$ cat src/rtl/dram_write_pattern_if.sv
// dram_write_pattern_if: Avalon-MM burst write bus between the pattern writer and DRAM
interface dram_write_pattern_if #(
  parameter int MAXBURST_LOG   = 4,
  parameter int DRAM_ADDRSPACE = 32,
  parameter int DRAM_DATAWIDTH = 512
);
  logic                          AVALON_MM_WAITREQUEST;
  logic                          AVALON_MM_WRITEACK;
  logic [DRAM_ADDRSPACE-1:0]     AVALON_MM_ADDRESS;
  logic                          AVALON_MM_WRITE;
  logic                          AVALON_MM_READ;
  logic [DRAM_DATAWIDTH-1:0]     AVALON_MM_WRITEDATA;
  logic [DRAM_DATAWIDTH/8-1:0]   AVALON_MM_BYTEENABLE;
  logic [MAXBURST_LOG:0]         AVALON_MM_BURSTCOUNT;
  modport master (
    input  AVALON_MM_WAITREQUEST, AVALON_MM_WRITEACK,
    output AVALON_MM_ADDRESS, AVALON_MM_WRITE, AVALON_MM_READ,
           AVALON_MM_WRITEDATA, AVALON_MM_BYTEENABLE, AVALON_MM_BURSTCOUNT
  );
  modport slave (
    output AVALON_MM_WAITREQUEST, AVALON_MM_WRITEACK,
    input  AVALON_MM_ADDRESS, AVALON_MM_WRITE, AVALON_MM_READ,
           AVALON_MM_WRITEDATA, AVALON_MM_BYTEENABLE, AVALON_MM_BURSTCOUNT
  );
endinterface

$ cat src/rtl/dram_write_pattern.sv
// dram_write_pattern: Avalon-MM burst writer filling DRAM with an incrementing 32-bit word pattern
module dram_write_pattern #(
  parameter int MAXBURST_LOG   = 4,
  parameter int WRITENUM_SIZE  = 31,
  parameter int DRAM_ADDRSPACE = 32,
  parameter int DRAM_DATAWIDTH = 512,
  parameter int WORD_WIDTH     = 32
) (
  input  logic                      CLK,
  input  logic                      RST,
  input  logic                      WRITE_REQ,
  input  logic [DRAM_ADDRSPACE-1:0] WRITE_INITADDR,
  input  logic [WRITENUM_SIZE:0]    WRITE_NUM,
  input  logic [WORD_WIDTH-1:0]     WRITE_INITVAL,
  output logic                      WRITE_RDY,
  output logic                      WRITE_DONE,
  output logic [31:0]               WRITE_CYCLES,
  dram_write_pattern_if.master      avm
);
  localparam int ELEMS = DRAM_DATAWIDTH / WORD_WIDTH;
  localparam int NW    = WRITENUM_SIZE + 1;
  localparam int BW    = MAXBURST_LOG + 1;
  localparam int MAXB  = 1 << MAXBURST_LOG;
  localparam logic [DRAM_ADDRSPACE-1:0] STRIDE = DRAM_ADDRSPACE'((DRAM_DATAWIDTH / 8) << MAXBURST_LOG);
  typedef enum logic [1:0] {IDLE, SETUP, BURST} state_t;
  state_t                    state_q, state_d;
  logic [DRAM_ADDRSPACE-1:0] addr_q, addr_d;
  logic [DRAM_DATAWIDTH-1:0] data_q, data_d;
  logic [BW-1:0]             bc_q, bc_d, cnt_q, cnt_d, last_q, last_d;
  logic [NW-1:0]             left_q, left_d;
  logic                      wr_q, wr_d, done_q, done_d;
  logic [31:0]               cyc_q, cyc_d;
  logic                      accept, unused;
  assign accept = wr_q & ~avm.AVALON_MM_WAITREQUEST;
  assign unused = avm.AVALON_MM_WRITEACK;
  // Lanes carry the pattern directly; each accepted beat advances every lane by ELEMS.
  always_comb begin
    state_d = state_q;
    addr_d  = addr_q;
    data_d  = data_q;
    bc_d    = bc_q;
    cnt_d   = cnt_q;
    left_d  = left_q;
    last_d  = last_q;
    wr_d    = wr_q;
    done_d  = 1'b0;
    cyc_d   = (state_q == IDLE) ? cyc_q : cyc_q + 32'd1;
    case (state_q)
      IDLE: if (WRITE_REQ) begin
        cyc_d  = '0;
        done_d = (WRITE_NUM == '0);
        if (WRITE_NUM != '0) begin
          state_d = SETUP;
          addr_d  = WRITE_INITADDR;
          for (int j = 0; j < ELEMS; j++) data_d[j*WORD_WIDTH +: WORD_WIDTH] = WRITE_INITVAL + WORD_WIDTH'(j);
          left_d  = (WRITE_NUM >> MAXBURST_LOG) + NW'(|WRITE_NUM[MAXBURST_LOG-1:0]);
          last_d  = (WRITE_NUM[MAXBURST_LOG-1:0] == '0) ? BW'(MAXB) : BW'(WRITE_NUM[MAXBURST_LOG-1:0]);
        end
      end
      SETUP: begin
        bc_d    = (left_q == NW'(1)) ? last_q : BW'(MAXB);
        cnt_d   = bc_d;
        wr_d    = 1'b1;
        state_d = BURST;
      end
      BURST: if (accept) begin
        for (int j = 0; j < ELEMS; j++) data_d[j*WORD_WIDTH +: WORD_WIDTH] = data_q[j*WORD_WIDTH +: WORD_WIDTH] + WORD_WIDTH'(ELEMS);
        cnt_d = cnt_q - BW'(1);
        if (cnt_q == BW'(1)) begin
          wr_d    = 1'b0;
          addr_d  = addr_q + STRIDE;
          left_d  = left_q - NW'(1);
          state_d = (left_q > NW'(1)) ? SETUP : IDLE;
          done_d  = (left_q == NW'(1));
        end
      end
      default: state_d = IDLE;
    endcase
  end
  always_ff @(posedge CLK) begin
    if (RST) begin
      state_q <= IDLE;
      addr_q  <= '0;
      data_q  <= '0;
      bc_q    <= '0;
      cnt_q   <= '0;
      left_q  <= '0;
      last_q  <= '0;
      wr_q    <= 1'b0;
      done_q  <= 1'b0;
      cyc_q   <= '0;
    end else begin
      state_q <= state_d;
      addr_q  <= addr_d;
      data_q  <= data_d;
      bc_q    <= bc_d;
      cnt_q   <= cnt_d;
      left_q  <= left_d;
      last_q  <= last_d;
      wr_q    <= wr_d;
      done_q  <= done_d;
      cyc_q   <= cyc_d;
    end
  end
  assign WRITE_RDY                = (state_q == IDLE);
  assign WRITE_DONE               = done_q;
  assign WRITE_CYCLES             = cyc_q;
  assign avm.AVALON_MM_ADDRESS    = addr_q;
  assign avm.AVALON_MM_WRITE      = wr_q;
  assign avm.AVALON_MM_READ       = 1'b0;
  assign avm.AVALON_MM_WRITEDATA  = data_q;
  assign avm.AVALON_MM_BYTEENABLE = '1;
  assign avm.AVALON_MM_BURSTCOUNT = bc_q;
endmodule

$ cat src/flat_wrapper.sv
// flat-port wrapper written by rule: the top's interface ports become plain ports
module dram_write_pattern_flat 
#(
  parameter int MAXBURST_LOG   = 4,
  parameter int WRITENUM_SIZE  = 31,
  parameter int DRAM_ADDRSPACE = 32,
  parameter int DRAM_DATAWIDTH = 512,
  parameter int WORD_WIDTH     = 32
)
  (CLK, RST, WRITE_REQ, WRITE_INITADDR, WRITE_NUM, WRITE_INITVAL, WRITE_RDY, WRITE_DONE, WRITE_CYCLES, avm_AVALON_MM_WAITREQUEST, avm_AVALON_MM_WRITEACK, avm_AVALON_MM_ADDRESS, avm_AVALON_MM_WRITE, avm_AVALON_MM_READ, avm_AVALON_MM_WRITEDATA, avm_AVALON_MM_BYTEENABLE, avm_AVALON_MM_BURSTCOUNT);
  dram_write_pattern_if #(.MAXBURST_LOG(MAXBURST_LOG), .DRAM_ADDRSPACE(DRAM_ADDRSPACE), .DRAM_DATAWIDTH(DRAM_DATAWIDTH)) avm_i ();
  input  logic CLK;
  input  logic RST;
  input  logic WRITE_REQ;
  input  logic [DRAM_ADDRSPACE-1:0] WRITE_INITADDR;
  input  logic [WRITENUM_SIZE:0] WRITE_NUM;
  input  logic [WORD_WIDTH-1:0] WRITE_INITVAL;
  output logic WRITE_RDY;
  output logic WRITE_DONE;
  output logic [31:0] WRITE_CYCLES;
  input wire logic [$bits(avm_i.AVALON_MM_WAITREQUEST)-1:0] avm_AVALON_MM_WAITREQUEST;
  input wire logic [$bits(avm_i.AVALON_MM_WRITEACK)-1:0] avm_AVALON_MM_WRITEACK;
  output wire logic [$bits(avm_i.AVALON_MM_ADDRESS)-1:0] avm_AVALON_MM_ADDRESS;
  output wire logic [$bits(avm_i.AVALON_MM_WRITE)-1:0] avm_AVALON_MM_WRITE;
  output wire logic [$bits(avm_i.AVALON_MM_READ)-1:0] avm_AVALON_MM_READ;
  output wire logic [$bits(avm_i.AVALON_MM_WRITEDATA)-1:0] avm_AVALON_MM_WRITEDATA;
  output wire logic [$bits(avm_i.AVALON_MM_BYTEENABLE)-1:0] avm_AVALON_MM_BYTEENABLE;
  output wire logic [$bits(avm_i.AVALON_MM_BURSTCOUNT)-1:0] avm_AVALON_MM_BURSTCOUNT;
  assign avm_i.AVALON_MM_WAITREQUEST = avm_AVALON_MM_WAITREQUEST;
  assign avm_i.AVALON_MM_WRITEACK = avm_AVALON_MM_WRITEACK;
  assign avm_AVALON_MM_ADDRESS = avm_i.AVALON_MM_ADDRESS;
  assign avm_AVALON_MM_WRITE = avm_i.AVALON_MM_WRITE;
  assign avm_AVALON_MM_READ = avm_i.AVALON_MM_READ;
  assign avm_AVALON_MM_WRITEDATA = avm_i.AVALON_MM_WRITEDATA;
  assign avm_AVALON_MM_BYTEENABLE = avm_i.AVALON_MM_BYTEENABLE;
  assign avm_AVALON_MM_BURSTCOUNT = avm_i.AVALON_MM_BURSTCOUNT;
  dram_write_pattern #(.MAXBURST_LOG(MAXBURST_LOG), .WRITENUM_SIZE(WRITENUM_SIZE), .DRAM_ADDRSPACE(DRAM_ADDRSPACE), .DRAM_DATAWIDTH(DRAM_DATAWIDTH), .WORD_WIDTH(WORD_WIDTH)) u_core (.CLK(CLK), .RST(RST), .WRITE_REQ(WRITE_REQ), .WRITE_INITADDR(WRITE_INITADDR), .WRITE_NUM(WRITE_NUM), .WRITE_INITVAL(WRITE_INITVAL), .WRITE_RDY(WRITE_RDY), .WRITE_DONE(WRITE_DONE), .WRITE_CYCLES(WRITE_CYCLES), .avm(avm_i));
endmodule
$ cat config.mk
export PLATFORM = sky130hd
export DESIGN_NAME = dram_write_pattern_flat
export DESIGN_NICKNAME = d
export VERILOG_FILES = /design/src/rtl/dram_write_pattern_if.sv /design/src/rtl/dram_write_pattern.sv /design/src/flat_wrapper.sv
export SDC_FILE = /design/constraint.sdc
export NUM_CORES = 2
export LEC_CHECK = 0
export CAP_MARGIN = 20
export CELL_PAD_IN_SITES_DETAIL_PLACEMENT = 1
export CELL_PAD_IN_SITES_GLOBAL_PLACEMENT = 1
export CORE_MARGIN = 4
export CORE_UTILIZATION = 35
export DETAILED_ROUTE_END_ITERATION = 8
export PLACE_DENSITY = 0.76
export SYNTH_ARGS = -nofsm -noshare
export SYNTH_HDL_FRONTEND = slang
export SYNTH_SLANG_ARGS = --single-unit
$ cat constraint.sdc
create_clock -name CLK -period 2.9 [get_ports CLK]
set_input_delay 0.725 -clock CLK [delete_from_list [all_inputs] [get_ports CLK]]
set_output_delay 0.725 -clock CLK [all_outputs]
set_load 0.005 [all_outputs]
Word-level counts from Yosys, hierarchy flattened
Cells that the tools add are included.
{ "op_classes": {"addsub": 36, "n_lt_le_gt_ge": 1, "n_eq_ne": 8, "mux": 34, "bitwise": 2, "n_reduce_logical": 13} }
{ "op_table": {"columns": ["cell", "count"], "rows": [
  ["$mux W512", 3],
  ["$pmux W512 S2", 1],
  ["$add A32 B5 Y32 const B", 16],
  ["$mux W32", 11],
  ["$add A32 B4 Y32 const B", 8],
  ["$add A32 B3 Y32 const B", 4],
  ["$pmux W32 S2", 2],
  ["$add A32 B1 Y32 const B", 2],
  ["$add A32 B2 Y32 const B", 2],
  ["$add A32 B11 Y32 const B", 1],
  ["$eq A32 B1 Y1 const B", 1],
  ["$gt A32 B1 Y1 const B", 1],
  ["$logic_not A32 Y1", 1],
  ["$reduce_bool A32 Y1", 1],
  ["$sub A32 B1 Y32 const B", 1],
  ["$add A28 B1 Y29", 1],
  ["$mux W5", 3],
  ["$pmux W5 S2", 1],
  ["$mux W2", 4],
  ["$reduce_and A4 Y1", 2],
  ["$mux W1", 6],
  ["$ne A2 B1 Y1 const B", 3],
  ["$pmux W2 S3", 1],
  ["$reduce_and A3 Y1", 2],
  ["other kinds (14)", 16]
]} }
{ "totals": {"register_bits": 627, "in_bits": 101, "output_inout_bits": 649, "word_cells": 104} }

Longest topological paths before layout
{ "depth": {"word_depth": 5, "ltp_mapped": 11, "mapped_depth_nobuf": 10} }

Worst setup path before layout
No wires, ideal clock.
{ "synth_timing": {"path_kind": "input-to-reg", "startpoint": "input port WRITE_INITVAL[2]", "endpoint": "register u_core.data_q[432], in the netlist u_core.avm.AVALON_MM_WRITEDATA[432]", "setup_time_ns": 0.086, "arrival_time_ns": 3.069, "t_required_ns": 2.814, "slack_ns": -0.254, "cell_stages": 11, "n_path_buf": 3, "path_cell_list": "clkbuf_1 inv_1 ha_1 clkbuf_1 nor2b_1 clkbuf_1 or4_1 or3_1 nand3_1 o31ai_1 a211oi_1"} }
{ "synth_between": {"elab_chain_len": 4} }
{ "synth_rtl": {"columns": ["element", "line", "text"], "rows": [
  ["from (decl)", "flat_wrapper.sv:17", "input logic [WORD_WIDTH-1:0] WRITE_INITVAL;"],
  ["$add A32 B4 Y32", "dram_write_pattern.sv:55", "for (int j = 0; j < ELEMS; j++) data_d[j*WORD_WIDTH +: WORD_WIDTH] = WRITE_INITVAL + WORD_WIDTH'(j);"],
  ["$mux W512", "dram_write_pattern.sv:52", "if (WRITE_NUM != '0) begin"],
  ["$mux W512", "dram_write_pattern.sv:49", "IDLE: if (WRITE_REQ) begin"],
  ["$pmux W512 S2", "dram_write_pattern.sv:48", "case (state_q)"],
  ["to (signal assigned)", "dram_write_pattern.sv:95", "data_q <= data_d;"],
  ["to (decl)", "dram_write_pattern.sv:28", "logic [DRAM_DATAWIDTH-1:0] data_q, data_d;"]
]} }
No other way between the ends. The select of a mux whose other input is x is not followed.
A chain may end at the register's enable or synchronous reset.

Worst setup path after layout
{ "layout_timing": {"startpoint": "input port WRITE_INITVAL[0]", "endpoint": "register u_core.data_q[114], in the netlist u_core.avm.AVALON_MM_WRITEDATA[114]"} }
{ "layout_between": {"elab_chain_len": 4} }
{ "layout_rtl": {"columns": ["element", "line"], "rows": [
  ["$add A32 B2 Y32", "dram_write_pattern.sv:55"],
  ["$mux W512", "dram_write_pattern.sv:52"],
  ["$mux W512", "dram_write_pattern.sv:49"],
  ["$pmux W512 S2", "dram_write_pattern.sv:48"]
]} }
No other way between the ends. The select of a mux whose other input is x is not followed.

==> flow_metrics.py <==
metrics = {
    "sta": {
        "min_period_ps": 2910,
        "finalSetupViolCount": 1,
        "worst_slack_ps": -5.18,
        "clock.fmax_mhz": 344,
        "worst_pin_slew_ps": 952,
        "finalCritPeriodShare_pct": 100,
        "whs_ps": 452,
        "finClkSkew_ps": 32.3,
        "slew_viol_final": 0,
        "slew-limit-headroom_pct": 36.0,
        "hold_viol": 0,
    },
    "power": {
        "total_power_mw": 48.8,
        "ir_drop_mv": 0.514,
        "powerDensity_nw_per_um2": 823,
        "p_leak_nw": 21.0,
    },
    "yosys": {
        "ys_ff_latch": 593,
        "syn_area_per_cell_sq_um": 7.17,
        "yosys_warnings": 0,
        "ys_seq_area_share_pct": 28.2,
        "yosys-top-cells-area": "dfxtp_1, a21oi_1, nand2_1, o21ai_0, xnor2_1",
        "synth_area_leader_cell": "dfxtp_1",
        "synth_cell_type_count": 91,
        "synthMostInstantiatedCell": "nand2_1",
        "ys_top_cells_by_count": "nand2_1, dfxtp_1, a21oi_1",
        "synthArstFlopShare_pct": 0,
        "synth_flop_cell": "dfxtp_1",
        "synth_edf_count": 0,
        "yosysTopAreaCellShare_pct": 28.2,
        "synthCells": 5874,
        "syn_area_sq_um": 42100,
    },
    "global_routing": {
        "grt_pass1_wl_mm": 367,
        "grt_overflow": 0,
        "grt_pass1_vias": 53700,
        "track_usage_pct": 38.5,
        "grt_max_degree": 93,
        "antenna_found_initial": 21,
    },
    "flow_run": {
        "cap_violations": 0,
    },
    "clock_network": {
        "clock_latency_ps": 680,
        "cts_hold_buf": 0,
        "clk_pin_slew_ps": 60,
        "clockBufferDepth": 3,
        "cts_max_level": 3,
        "cts.sinks": 593,
        "cts_buffers": 76,
        "cts_tree": "yes",
        "root_buffer": "clkbuf_16",
    },
    "place": {
        "dp_hpwl_mm": 194,
        "place_area_sq_um": 56300,
        "dpl.cell_count": 8500,
        "routabilityCongestion": 1.07,
        "portBuffers": 683,
    },
    "floorplan": {
        "die_h_microns": 355,
        "die_area_sq_um": 126000,
        "pin_count": 750,
        "core_area_sq_um": 120000,
        "die_w_microns": 355,
        "fp-row-count": 127,
        "start_util_pct": 35.2,
    },
    "finish": {
        "drive_gt1_share_pct": 16.0,
        "final_util_pct": 49.5,
        "design_area_sq_um": 59200,
        "area_delta_synth_final_pct": 40.6,
        "fin_nets": 7110,
        "fin_cells": 8650,
    },
    "drt": {
        "via_count": 54400,
        "drcViolationCount": 0,
        "drtIter0Drc": 5746,
        "wl_per_cell_microns": 29.6,
        "drt-pass1-iter-count": 6,
        "viasPerCell": 6.29,
        "drt-total-wl_mm": 256,
        "drtAntennaViolNets": 0,
    },
    "worst_setup_path": {
        "worst-setup-path-type": "in2reg",
        "worstPathMaxFanout": 5,
        "required_ps": 3450,
        "end_kind": "flop",
        "cp_data_arrival_time_ps": 3450,
        "start_kind": "primary input",
        "rr_worst_depth": 6,
    },
    "status": {
        "violations": "setup timing",
        "status": "finished with violations",
    },
    "min_path": {
        "min_path_type": "reg2reg",
        "min_path_cells": 2,
    },
}
==> state kept, by name, indices dropped and copies added (netlist names) <==
| name | count |
|---|---|
| u_core.avm.AVALON_MM_WRITE | 1 |
| u_core.avm.AVALON_MM_WRITEDATA | 478 |
| u_core.last_q | 5 |
| u_core.WRITE_CYCLES | 32 |
| u_core.avm.AVALON_MM_BURSTCOUNT | 5 |
| u_core.state_q | 2 |
| u_core.avm.AVALON_MM_ADDRESS | 32 |
| u_core.left_q | 32 |
| u_core.cnt_q | 5 |
| u_core.WRITE_DONE | 1 |
==> layer usage <==
metal	routed length, microns	track usage, %	up-vias	part of all wire [%]
met5	51	0	-	0.020
met4	19700	25.4	8	7.7
met3	24900	8.81	858	9.7
met2	111000	59.3	3068	44
met1	99900	48.0	27000	39
li1	-	-	23500	-
==> critical path: stages <==
cell and delay, ps:
clkdlybuf4s50_1 400, buf_4 180, inv_1 70, ha_1 490
nand4b_1 190, buf_4 160, nor4_1 50, buf_4 140
xnor2_1 600, o22ai_1 200, a32o_1 240
==> layout make-up <==
| class | count | area, sq um |
|---|---|---|
| diodes | 12 | 30.0 |
| clock buffers | 106 | 2220 |
| clock inverters | 30 | 464 |
| fillers | 14700 | 60400 |
| inverters | 130 | 498 |
| multi-input cells | 4595 | 27500 |
| flip-flops and latches | 593 | 11900 |
| well taps | 1612 | 2020 |
| repair buffers | 1572 | 14600 |
==> placed cells by master, fill, tap and decap left out, types with 150 or more instances in the layout <==
| master | Yosys | routed |
|---|---|---|
| a21oi_1 | 528 | 527 |
| dfxtp_1 | 593 | 593 |
| buf_4 | 99 | 793 |
| clkdlybuf4s50_1 | 0 | 675 |
| nor2_1 | 394 | 385 |
| nand3_1 | 301 | 301 |
| xnor2_1 | 229 | 227 |
| o21ai_0 | 415 | 415 |
| nand4_1 | 150 | 150 |
| nor3_1 | 258 | 253 |
| nand2_1 | 639 | 639 |
| xor2_1 | 199 | 195 |
| a211oi_1 | 153 | 151 |
==> report_power, final <==
group	switching [mW]	internal [mW]
Clock	4.27	6.33
Combinational	12.8	10.5
Sequential	4.04	10.8
==> worst paths after layout <==
path / slack [ps] / startpoint / endpoint
setup / recovery: -5 / WRITE_INITVAL[0] / u_core.avm.AVALON_MM_WRITEDATA[114]$_SDFFE_PP0P_
hold / removal: 450 / u_core.avm.AVALON_MM_WRITEDATA[3]$_SDFFE_PP0P_ / u_core.avm.AVALON_MM_WRITEDATA[3]$_SDFFE_PP0P_
setup reg to reg: 160 / u_core.avm.AVALON_MM_WRITEDATA[264]$_SDFFE_PP0P_ / u_core.avm.AVALON_MM_WRITEDATA[282]$_SDFFE_PP0P_
hold reg to reg: 450 / u_core.avm.AVALON_MM_WRITEDATA[3]$_SDFFE_PP0P_ / u_core.avm.AVALON_MM_WRITEDATA[3]$_SDFFE_PP0P_
==> cell families (layout without fill, tap and decap cells) <==
group	after synthesis	after routing	share of synthesized area [%]
XOR/XNOR	428	428	8.90
AO/OA/AOI/OAI	1707	1707	25.3
multiplexers	45	45	1.10
adder cells (fa/ha/maj)	41	41	1.22
buffers and inverters	749	1838	7.77
AND/OR/NAND/NOR	2309	2309	27.5
flip-flops	593	593	28.2
other	2	77	0.0178
==> through the flow <==
stage                     TNS (ps)  setup slack (ps)
after floorplan                  0              11.8
after global placement     -221450              -825
after detailed placement   -248290              -870
after CTS                        0              16.5
after global routing         -15.7             -15.7
final                        -5.18             -5.18
==> timing repair <==
item	CTS	global route
hold endpoints to repair	0	0
resized for setup	8	40
gates cloned	0	0
setup buffers	2	1
setup endpoints to repair	10	94
pin swaps	1	5
No activity file was read; power rests on OpenSTA's default activity.
